File: src/rtl/instr_sequencer.sv
// -----------------------------------------------------------------------------
// instr_sequencer
//
// State/instruction sequencer for a multicycle processor. It holds the current
// state code, the instruction register and the memory data register, stalls
// on pending memory accesses, and traps illegal opcodes or reserved state
// codes into an absorbing HALT state.
//
// Ports
//   clk          in   1   sole clock, rising edge
//   reset        in   1   asynchronous active-high reset
//   NS           in   4   next-state code from the main controller
//   IRWrite      in   1   load request for the instruction register
//   MemRead      in   1   memory read strobe (stall detection only)
//   MemWrite     in   1   memory write strobe (stall detection only)
//   MemData      in  32   read data from memory
//   mem_ready    in   1   memory access completes this cycle
//   S            out  4   current state code
//   Op           out  6   Instr[31:26]
//   Instr        out 32   instruction register
//   MDR          out 32   memory data register
//   stall        out  1   memory access pending
//   halted       out  1   in HALT
//   illegal      out  1   sticky illegal opcode / state code flag
//   cycle_count  out 32   cycles spent outside HALT
//   instr_count  out 32   instructions retired
//
// Configuration
//   INSTR_SEQ_PERF_COUNT_EN  when defined, the two performance counters are
//                            implemented; otherwise both ports read 0.
// -----------------------------------------------------------------------------
module instr_sequencer (
  input  logic        clk,
  input  logic        reset,
  input  logic [3:0]  NS,
  input  logic        IRWrite,
  input  logic        MemRead,
  input  logic        MemWrite,
  input  logic [31:0] MemData,
  input  logic        mem_ready,
  output logic [3:0]  S,
  output logic [5:0]  Op,
  output logic [31:0] Instr,
  output logic [31:0] MDR,
  output logic        stall,
  output logic        halted,
  output logic        illegal,
  output logic [31:0] cycle_count,
  output logic [31:0] instr_count
);

  // Only the codes the sequencer itself interprets are named; every other
  // code is passed through from the controller.
  typedef enum logic [3:0] {
    ST_FETCH  = 4'h0,
    ST_DECODE = 4'h1,
    ST_HALT   = 4'hF
  } state_t;

  state_t      r_s;
  state_t      w_s_next;
  logic [31:0] r_instr;
  logic [31:0] r_mdr;
  logic        r_illegal;
  logic        w_illegal_set;
  logic        w_halted;
  logic        w_stall;
  logic        w_op_legal;
  logic        w_advance;

  assign w_halted  = (r_s == ST_HALT);
  assign w_stall   = (MemRead | MemWrite) & ~mem_ready & ~w_halted;
  assign w_advance = ~w_stall & ~w_halted;

  always_comb begin
    case (r_instr[31:26])
      6'b000000, 6'b100011, 6'b101011, 6'b000100, 6'b000010: w_op_legal = 1'b1;
      default:                                               w_op_legal = 1'b0;
    endcase
  end

  // Next-state logic. A stall (or HALT) freezes the state, so an illegal
  // opcode seen in decode only traps on the first non-stalled edge.
  // NOTE: every output of this block gets a default first so no path leaves
  // it unassigned, which would otherwise infer a latch.
  always_comb begin
    w_s_next      = r_s;
    w_illegal_set = 1'b0;
    if (w_advance) begin
      if (r_s == ST_DECODE && !w_op_legal) begin
        w_s_next      = ST_HALT;
        w_illegal_set = 1'b1;
      end else if (NS >= 4'd10 && NS <= 4'd14) begin
        // Codes 10..14 are reserved; the controller must never issue them.
        w_s_next      = ST_HALT;
        w_illegal_set = 1'b1;
      end else begin
        w_s_next = state_t'(NS);
      end
    end
  end

  // NOTE: sequential state uses non-blocking assignments so every register
  // samples pre-edge values regardless of statement order.
  always_ff @(posedge clk or posedge reset) begin
    if (reset) begin
      r_s       <= ST_FETCH;
      r_instr   <= '0;
      r_mdr     <= '0;
      r_illegal <= 1'b0;
    end else begin
      r_s       <= w_s_next;
      r_illegal <= r_illegal | w_illegal_set;
      if (IRWrite && w_advance) r_instr <= MemData;
      if (w_advance)            r_mdr   <= MemData;
    end
  end

`ifdef INSTR_SEQ_PERF_COUNT_EN
  logic [31:0] r_cycle_count;
  logic [31:0] r_instr_count;

  // An instruction retires when the state returns to fetch from any other
  // state; a stall never produces that transition because S holds.
  always_ff @(posedge clk or posedge reset) begin
    if (reset) begin
      r_cycle_count <= '0;
      r_instr_count <= '0;
    end else begin
      if (!w_halted) r_cycle_count <= r_cycle_count + 32'd1;
      if (r_s != ST_FETCH && w_s_next == ST_FETCH)
        r_instr_count <= r_instr_count + 32'd1;
    end
  end

  assign cycle_count = r_cycle_count;
  assign instr_count = r_instr_count;
`else
  assign cycle_count = '0;
  assign instr_count = '0;
`endif

  assign S       = r_s;
  assign Op      = r_instr[31:26];
  assign Instr   = r_instr;
  assign MDR     = r_mdr;
  assign stall   = w_stall;
  assign halted  = w_halted;
  assign illegal = r_illegal;

endmodule

File: config.mk
export PLATFORM = sky130hd
export DESIGN_NAME = instr_sequencer
export DESIGN_NICKNAME = d
export VERILOG_FILES = /design/src/rtl/instr_sequencer.sv
export SDC_FILE = /design/constraint.sdc
export NUM_CORES = 1
export LEC_CHECK = 0
export CAP_MARGIN = 20
export CORE_MARGIN = 2
export CORE_UTILIZATION = 35
export CTS_CLUSTER_DIAMETER = 100
export CTS_CLUSTER_SIZE = 12
export DETAILED_ROUTE_END_ITERATION = 10
export MAX_ROUTING_LAYER = met4
export PLACE_DENSITY = 0.77
export SLEW_MARGIN = 15
export SYNTH_ARGS = -nofsm -noshare
export SYNTH_HDL_FRONTEND = slang
export SYNTH_SLANG_ARGS = --single-unit
File: constraint.sdc
create_clock -name clk -period 2.35 [get_ports clk]
set_clock_uncertainty 0.2 [all_clocks]
set_input_delay 0.47 -clock clk [delete_from_list [all_inputs] [get_ports clk]]
set_output_delay 0.47 -clock clk [all_outputs]
set_load 0.01 [all_outputs]
==> metrics.md, run 1 <==
| Metric | Value |
|---|---|
| Crit path max-delay family | `buffers and inverters` |
| Max frequency | `0.4519 GHz` |
| Endpoints failing hold | `0` |
| PD cells | `1053 nW/um^2` |
| Syn Inst Count | `299` |
| Initial core utilization | `35.92%` |
| #FFs+latches synth | `69` |
| Crit Path Category | `reg2out` |
| Worst Path Max Fanout | `4` |
| Worst-path clk slew | `0.07 ns` |
| Cell variety after synth | `24` |
| Sw Ratio | `29.53%` |
| Post-Route WL | `7166 um` |
| N_diodes | `0` |
| First-pass DRT Iterations | `4` |
| CTS tree | `built` |
| Rows | `35` |
| Sequential share of power | `36.1%` |
| CP Capture Type | `output port` |
| Worst hold path class | `reg2reg` |
| Area grow syn2layout | `41.05%` |
| Number of global-route vias before repair | `2,311` |
| CP required | `1.68 ns` |
| Clk sink count | `69` |
| Setup violators final | `0` |
| GR Util met1 | `16.45%` |
| Slowest stage cell on the critical path | `clkdlybuf4s50_1` |
| Post-CTS Setup Inserts | `0` |
| Chip height | `101.4 um` |
| Starting DRC count in detailed routing | `62` |
| Pleak | `0.002285 uW` |
| Routed vias | `2,278` |
| Final net count | `463` |
| Avg Cell Area, Syn | `11.10 sq um` |
| Die X | `101.4 um` |
| GR Util met3 | `5.314%` |
| Placed Instances | `539` |
| Max_cap viols | `0` |
| Max VDD drop | `0.0003896 V` |
| Setup WS post-layout | `0.1373 ns` |
| Warnings from Yosys | `0` |
| Synthesized area | `3319 sq um` |
| Grt total ovfl | `0` |
| Busiest layer in global routing | `met2` |
| Crit path DAT | `1.54 ns` |
| Internal Pwr Total | `3476 uW` |
| Final std cells w/o fill | `555` |
| Maximum number of pins on one net before global-route repair | `38` |
| Max Slew Vio Count | `0` |
| Wire length per cell | `12.91 um` |
| CTS Buffer Depth | `2` |
| Gate power share | `37.8%` |
| Initial antenna violation count | `0` |
| Layout cells sized above 1 | `14.55%` |
| Total CTS buffers | `9` |
| Antenna-violating nets left | `0` |
| Tcrit/Tclk final | `94.16%` |
| CTS Hold Bufs | `0` |
| Startpoint types | `flop` |
| Root Buffer | `clkbuf_8` |
| Status | `finished clean` |
| H-tree levels | `3` |
| Critical Path Max Stage Delay | `0.53 ns` |
| RSZ-0062 raised after global routing | `no` |
| CTS resizes | `1` |
| Total global-route track usage | `14.57%` |
| Hpwl dp | `5417 um` |
| Seq/Total Area, Yosys | `52.02%` |
| Port bufs | `118` |
| WP buf/inv | `2` |
| DR DRC count | `0` |
| Proportion of power drawn by the clock network | `26.1%` |
| Met2 usage | `24.40%` |
| Worst path cell trace | `nand4_1 -> inv_1 -> clkdlybuf4s50_1` |
| Vias per std cell | `4.105` |
| Top-Level Pins | `183` |
| DP Worst Slack | `-0.03691 ns` |
| Period minus WS final | `2.213 ns` |
| Gpl congestion | `0.8736` |
| Die area | `10,280 sq um` |
| Core Region | `9240 sq um` |
| Clock Latency Late Sink | `0.34 ns` |
| First-pass GRT wire length | `11,310 um` |
| Switch Pwr | `1457 uW` |
synth_stat cells (all sizes together):
master / instances / area share (%)
clkbuf: 6 / 0.68
o21bai: 2 / 0.79
nand4b: 1 / 0.26
a2111o: 1 / 0.34
or4b: 1 / 0.30
nor2: 1 / 0.11
inv: 2 / 0.23
o21ai: 1 / 0.15
a21o: 1 / 0.23
dfrtp: 69 / 52
and2: 1 / 0.19
nand4: 1 / 0.19
conb: 1 / 0.11
o211ai: 1 / 0.23
mux2: 33 / 15
nand2: 98 / 11
a21oi: 1 / 0.15
nand3: 1 / 0.15
o32a: 3 / 0.90
buf: 74 / 17
metal layers:
| metal | routed length, um | part of all wire, % | up-vias |
|---|---|---|---|
| met5 | 0 | 0 | - |
| met4 | 34 | 0.47 | 0 |
| met1 | 2975 | 42 | 1110 |
| met3 | 548 | 7.6 | 4 |
| met2 | 3608 | 50 | 98 |
| li1 | - | - | 1066 |
layout by cell type (no fill, tap or decap), types with 2 or more instances in the layout:
master | Yosys | final
conb_1 | 1 | 64
buf_4 | 71 | 8
bufinv_16 | 0 | 4
o32a_1 | 3 | 3
clkdlybuf4s50_1 | 0 | 117
mux2_4 | 30 | 30
clkbuf_8 | 0 | 9
clkinv_4 | 0 | 2
buf_12 | 0 | 2
dfrtp_1 | 69 | 69
nand2_1 | 97 | 97
mux2_2 | 3 | 3
worst paths after layout:
kind | start | end | slack [ns] | depth (start not counted)
setup / recovery | S[3] | halted | 0.14 | 3
hold / removal | illegal | illegal | 0.27 | 1
setup reg to reg | Instr[28] | S[2] | 0.51 | 4
hold reg to reg | illegal | illegal | 0.27 | 1
max in group asynchronous | reset | S[3] | 1.19 | 3
min in group asynchronous | reset | MDR[14] | 0.38 | 3
power by group through the flow:
stage | clock, uW | combinational, uW | sequential (uW)
after floorplan | 0 | 795 | 1940
after global placement | 0 | 1840 | 1800
after detailed placement | 0 | 1890 | 1800
after CTS | 1320 | 1890 | 1780
after global routing | 1370 | 2020 | 1830
final | 1290 | 1860 | 1780
kinds of logic (layout without fill, tap and decap cells):
family,after synthesis,count (layout),synth area share [%]
DFF,69,69,52.02
AOI/OAI and AO/OA,10,10,2.789
muxes,33,33,14.59
buffers and inverters,82,146,17.98
other,1,64,0.1130
and+or+nand+nor,104,104,12.51
final cells by class:
type | instances | area [sq um]
Fill cell | 806 | 4558
Sequential cell | 69 | 1727
Timing Repair Buffer | 128 | 1280
Tap cell | 129 | 161.4
Clock inverter | 7 | 146.4
Multi-Input combinational cell | 211 | 1232
Clock buffer | 9 | 123.9
Inverter | 2 | 11.26
registers in the layout (all words and copies together), names as in the netlist:
signal,cells
Instr,32
S,4
illegal,1
MDR,32
stage by stage:
step	total power (uW)	util (%)	hold slack [ns]	setup TNS, ns	instance area, sq um
5_1_grt	5217	50.67	0.2989	0	4682
2_1_floorplan	2735	-	0.2932	0	3560
6_report	4932	50.67	0.2667	0	4682
3_3_place_gp	3639	47.76	0.2462	-0.02596	4413
3_5_place_dp	3685	47.76	0.2582	-0.5326	4413
4_1_cts	4989	50.67	0.2740	0	4682
(Power assumes the default switching activity.)
==> inputs of run 2 (changes only) <==
--- a/config.mk
+++ b/config.mk
@@ -11,6 +11,7 @@
 export CTS_CLUSTER_DIAMETER = 100
 export CTS_CLUSTER_SIZE = 12
 export DETAILED_ROUTE_END_ITERATION = 10
+export GPL_TIMING_DRIVEN = 1
 export MAX_ROUTING_LAYER = met4
 export PLACE_DENSITY = 0.77
 export SLEW_MARGIN = 15
==> results of run 2 <==
Final layout, timing and power as in run 1 (identical DEF).
==> inputs of run 3 (changes only) <==
--- a/config.mk
+++ b/config.mk
@@ -14,6 +14,7 @@
 export GPL_TIMING_DRIVEN = 1
 export MAX_ROUTING_LAYER = met4
 export PLACE_DENSITY = 0.77
+export SETUP_SLACK_MARGIN = 0.15
 export SLEW_MARGIN = 15
 export SYNTH_ARGS = -nofsm -noshare
 export SYNTH_HDL_FRONTEND = slang
==> run 3 against run 2 <==
Compared with the run above: largest cell class unchanged; clock power is essentially flat; fmax increased by 5.5%; via count increased by 0.66%; critical path type is now in2out; sequential share of layout area fell by 0.25 points.
==> metrics.md, run 3 (synthesis gave the netlist of run 1 again) <==
| Metric | Value |
|---|---|
| DR DRC count | `0 (unchanged)` |
| First-pass GRT wire length | `11,380 um (was 11,310 um)` |
| Sw Ratio | `29.51% (was 29.53%)` |
| Switch Pwr | `1462 uW (was 1457 uW)` |
| Root Buffer | `clkbuf_8 (unchanged)` |
| Total CTS buffers | `9 (unchanged)` |
| Die X | `101.4 um (unchanged)` |
| Final std cells w/o fill | `559 (was 555)` |
| Clock Latency Late Sink | `0.34 ns (about the same)` |
| Worst reg-to-reg path cell count | `4 (unchanged)` |
| Placed inst area | `4413 sq um (unchanged)` |
| Flop-to-flop setup slack | `0.50 ns (was 0.51 ns)` |
| CTS tree | `built (unchanged)` |
| Layout cells sized above 1 | `15.35% (was 14.55%)` |
| Routed vias | `2,293 (was 2,278)` |
| Commonest non-fill, non-tap cells in the layout | `116 x clkdlybuf4s50_1, 97 x nand2_1, 69 x dfrtp_1 (was 117 x clkdlybuf4s50_1, 97 x nand2_1, 69 x dfrtp_1)` |
| CTS Buffer Depth | `2 (unchanged)` |
| Hold wc startpoint | `illegal (unchanged)` |
| Initial core utilization | `35.92% (unchanged)` |
| Pleak | `0.002318 uW (was 0.002285 uW)` |
| Register area | `1727 sq um (unchanged)` |
| Grt total ovfl | `0 (unchanged)` |
| Die area | `10,280 sq um (unchanged)` |
| RSZ-0062 raised after global routing | `no (unchanged)` |
| Commonest non-fill, non-tap cell in the layout | `clkdlybuf4s50_1 (unchanged)` |
| Status | `finished clean (unchanged)` |
| Crit Path Category | `in2out (was reg2out)` |
| Worst Path Max Fanout | `2 (was 4)` |
| Wire length per cell | `12.93 um (was 12.91 um)` |
| Rows | `35 (unchanged)` |
| CP Capture Type | `output port (unchanged)` |
| Gate power share | `38.2% (was 37.8%)` |
| Period minus WS final | `2.097 ns (was 2.213 ns)` |
| Internal Pwr Total | `3491 uW (was 3476 uW)` |
| Vias per std cell | `4.102 (was 4.105)` |
| Total global-route track usage | `14.66% (was 14.57%)` |
| Proportion of power drawn by the clock network | `26.0% (was 26.1%)` |
| Max_cap viols | `0 (unchanged)` |
| Initial antenna violation count | `0 (unchanged)` |
| GR Util met3 | `5.383% (was 5.314%)` |
| Final net count | `467 (was 463)` |
| Max frequency | `0.4768 GHz (was 0.4519 GHz)` |
| Max Slew Vio Count | `0 (unchanged)` |
| Sequential share of power | `35.8% (was 36.1%)` |
| Port bufs | `118 (unchanged)` |
| Startpoint types | `input port (was flop)` |
| Met2 usage | `24.55% (was 24.40%)` |
| First-pass DRT Iterations | `4 (unchanged)` |
| Placed Instances | `539 (unchanged)` |
| Worst-path clk slew | `0.07 ns (about the same)` |
| Number of global-route vias before repair | `2,333 (was 2,311)` |
| Top-Level Pins | `183 (unchanged)` |
| Core Region | `9240 sq um (unchanged)` |
| Reg-to-Reg Start | `S[1] (was Instr[28])` |
| Chip height | `101.4 um (unchanged)` |
| WHS | `0.2692 ns (was 0.2667 ns)` |
| CTS Hold Bufs | `0 (unchanged)` |
| Hold Path Stages | `1 (unchanged)` |
| CP required | `1.68 ns (about the same)` |
| Busiest layer in global routing | `met2 (unchanged)` |
| Area grow syn2layout | `42.03% (was 41.05%)` |
| Setup violators final | `0 (unchanged)` |
| Design area | `4715 sq um (was 4682 sq um)` |
| R2R Path End | `S[2] (unchanged)` |
| Gpl congestion | `0.8736 (unchanged)` |
| Area of the multi-input gates | `1232 sq um (unchanged)` |
| Clk sink count | `69 (unchanged)` |
| Hold EP | `illegal (unchanged)` |
| Fin util | `51.02% (was 50.67%)` |
| Endpoints failing hold | `0 (unchanged)` |
| N_diodes | `0 (unchanged)` |
| Max VDD drop | `0.0004013 V (was 0.0003896 V)` |
| Crit path DAT | `1.43 ns (was 1.54 ns)` |
| PD cells | `1051 nW/um^2 (was 1053 nW/um^2)` |
| Antenna-violating nets left | `0 (unchanged)` |
| Tcrit/Tclk final | `89.24% (was 94.16%)` |
| H-tree levels | `3 (unchanged)` |
| Hpwl dp | `5417 um (unchanged)` |
| GR Util met1 | `16.45% (unchanged)` |
| # fillers | `801 (was 806)` |
| Setup TNS | `0 ns (unchanged)` |
| Starting DRC count in detailed routing | `59 (was 62)` |
| Maximum number of pins on one net before global-route repair | `38 (unchanged)` |
| Worst hold path class | `reg2reg (unchanged)` |
| Post-Route WL | `7228 um (was 7166 um)` |
-- run 3: cell types whose count changed in the layout (fill, tap and decap cells not counted), sizes merged --
cell,before,now
clkdlybuf4s50,117,116
buf,10,14
dlymetal6s2s,0,1
-- run 3: repair_timing --
| item | in CTS | in global routing |
|---|---|---|
| buffers inserted | 2 | 2 |
| gates resized for setup | 1 | 1 |
| pin swaps | 0 | 1 |
| endpoints found under the setup margin | 2 | 1 |
-- run 3: stage by stage --
| step | setup WS, ns | total power [uW] |
|---|---|---|
| 3_3_place_gp | -0.01915 | 3639 |
| 5_1_grt | 0.2111 | 5237 |
| 3_5_place_dp | -0.03691 | 3685 |
| 4_1_cts | 0.1554 | 5002 |
| 2_1_floorplan | 0.5446 | 2735 |
| 6_report | 0.2529 | 4953 |
-- run 3: cell type report --
| class | count | share of cell area [%] |
|---|---|---|
| well taps | 129 | 3.424 |
| multi-input cells | 211 | 26.14 |
| inverters | 2 | 0.2389 |
| clock buffers | 9 | 2.627 |
| flip-flops and latches | 69 | 36.62 |
| clock inverters | 7 | 3.105 |
| repair buffers | 132 | 27.84 |
-- run 3: how the worst max path moves through the flow --
| stage | endpoint | depth (start not counted) | startpoint | slack (ns) |
|---|---|---|---|---|
| 2_1_floorplan | Instr[0] | 6 | mem_ready | 0.54 |
| 3_3_place_gp | stall | 4 | MemWrite | -0.02 |
| 3_5_place_dp | MDR[17] | 8 | MemWrite | -0.04 |
| 4_1_cts | halted | 3 | S[1] | 0.16 |
| 5_1_grt | stall | 4 | MemWrite | 0.21 |
| 6_report | stall | 4 | MemWrite | 0.25 |
-- run 3: critical path: stages --
cell,delay (ns)
clkdlybuf4s50_1,0.50
o21bai_4,0.08
nor2_1,0.10
dlygate4sd2_1,0.27
-- run 3: power by group through the flow --
stage	Combinational, uW	Sequential, uW	Clock [uW]
floorplan	795	1940	0
detailed placement	1890	1800	0
CTS	1910	1780	1320
finish	1890	1780	1290
global placement	1840	1800	0
global route	2040	1820	1370
-- run 3: metal layers --
metal | part of all wire, % | up-vias
met2 | 51 | 102
met3 | 7.7 | 6
met5 | 0 | -
met1 | 41 | 1115
met4 | 0.58 | 0
li1 | - | 1070
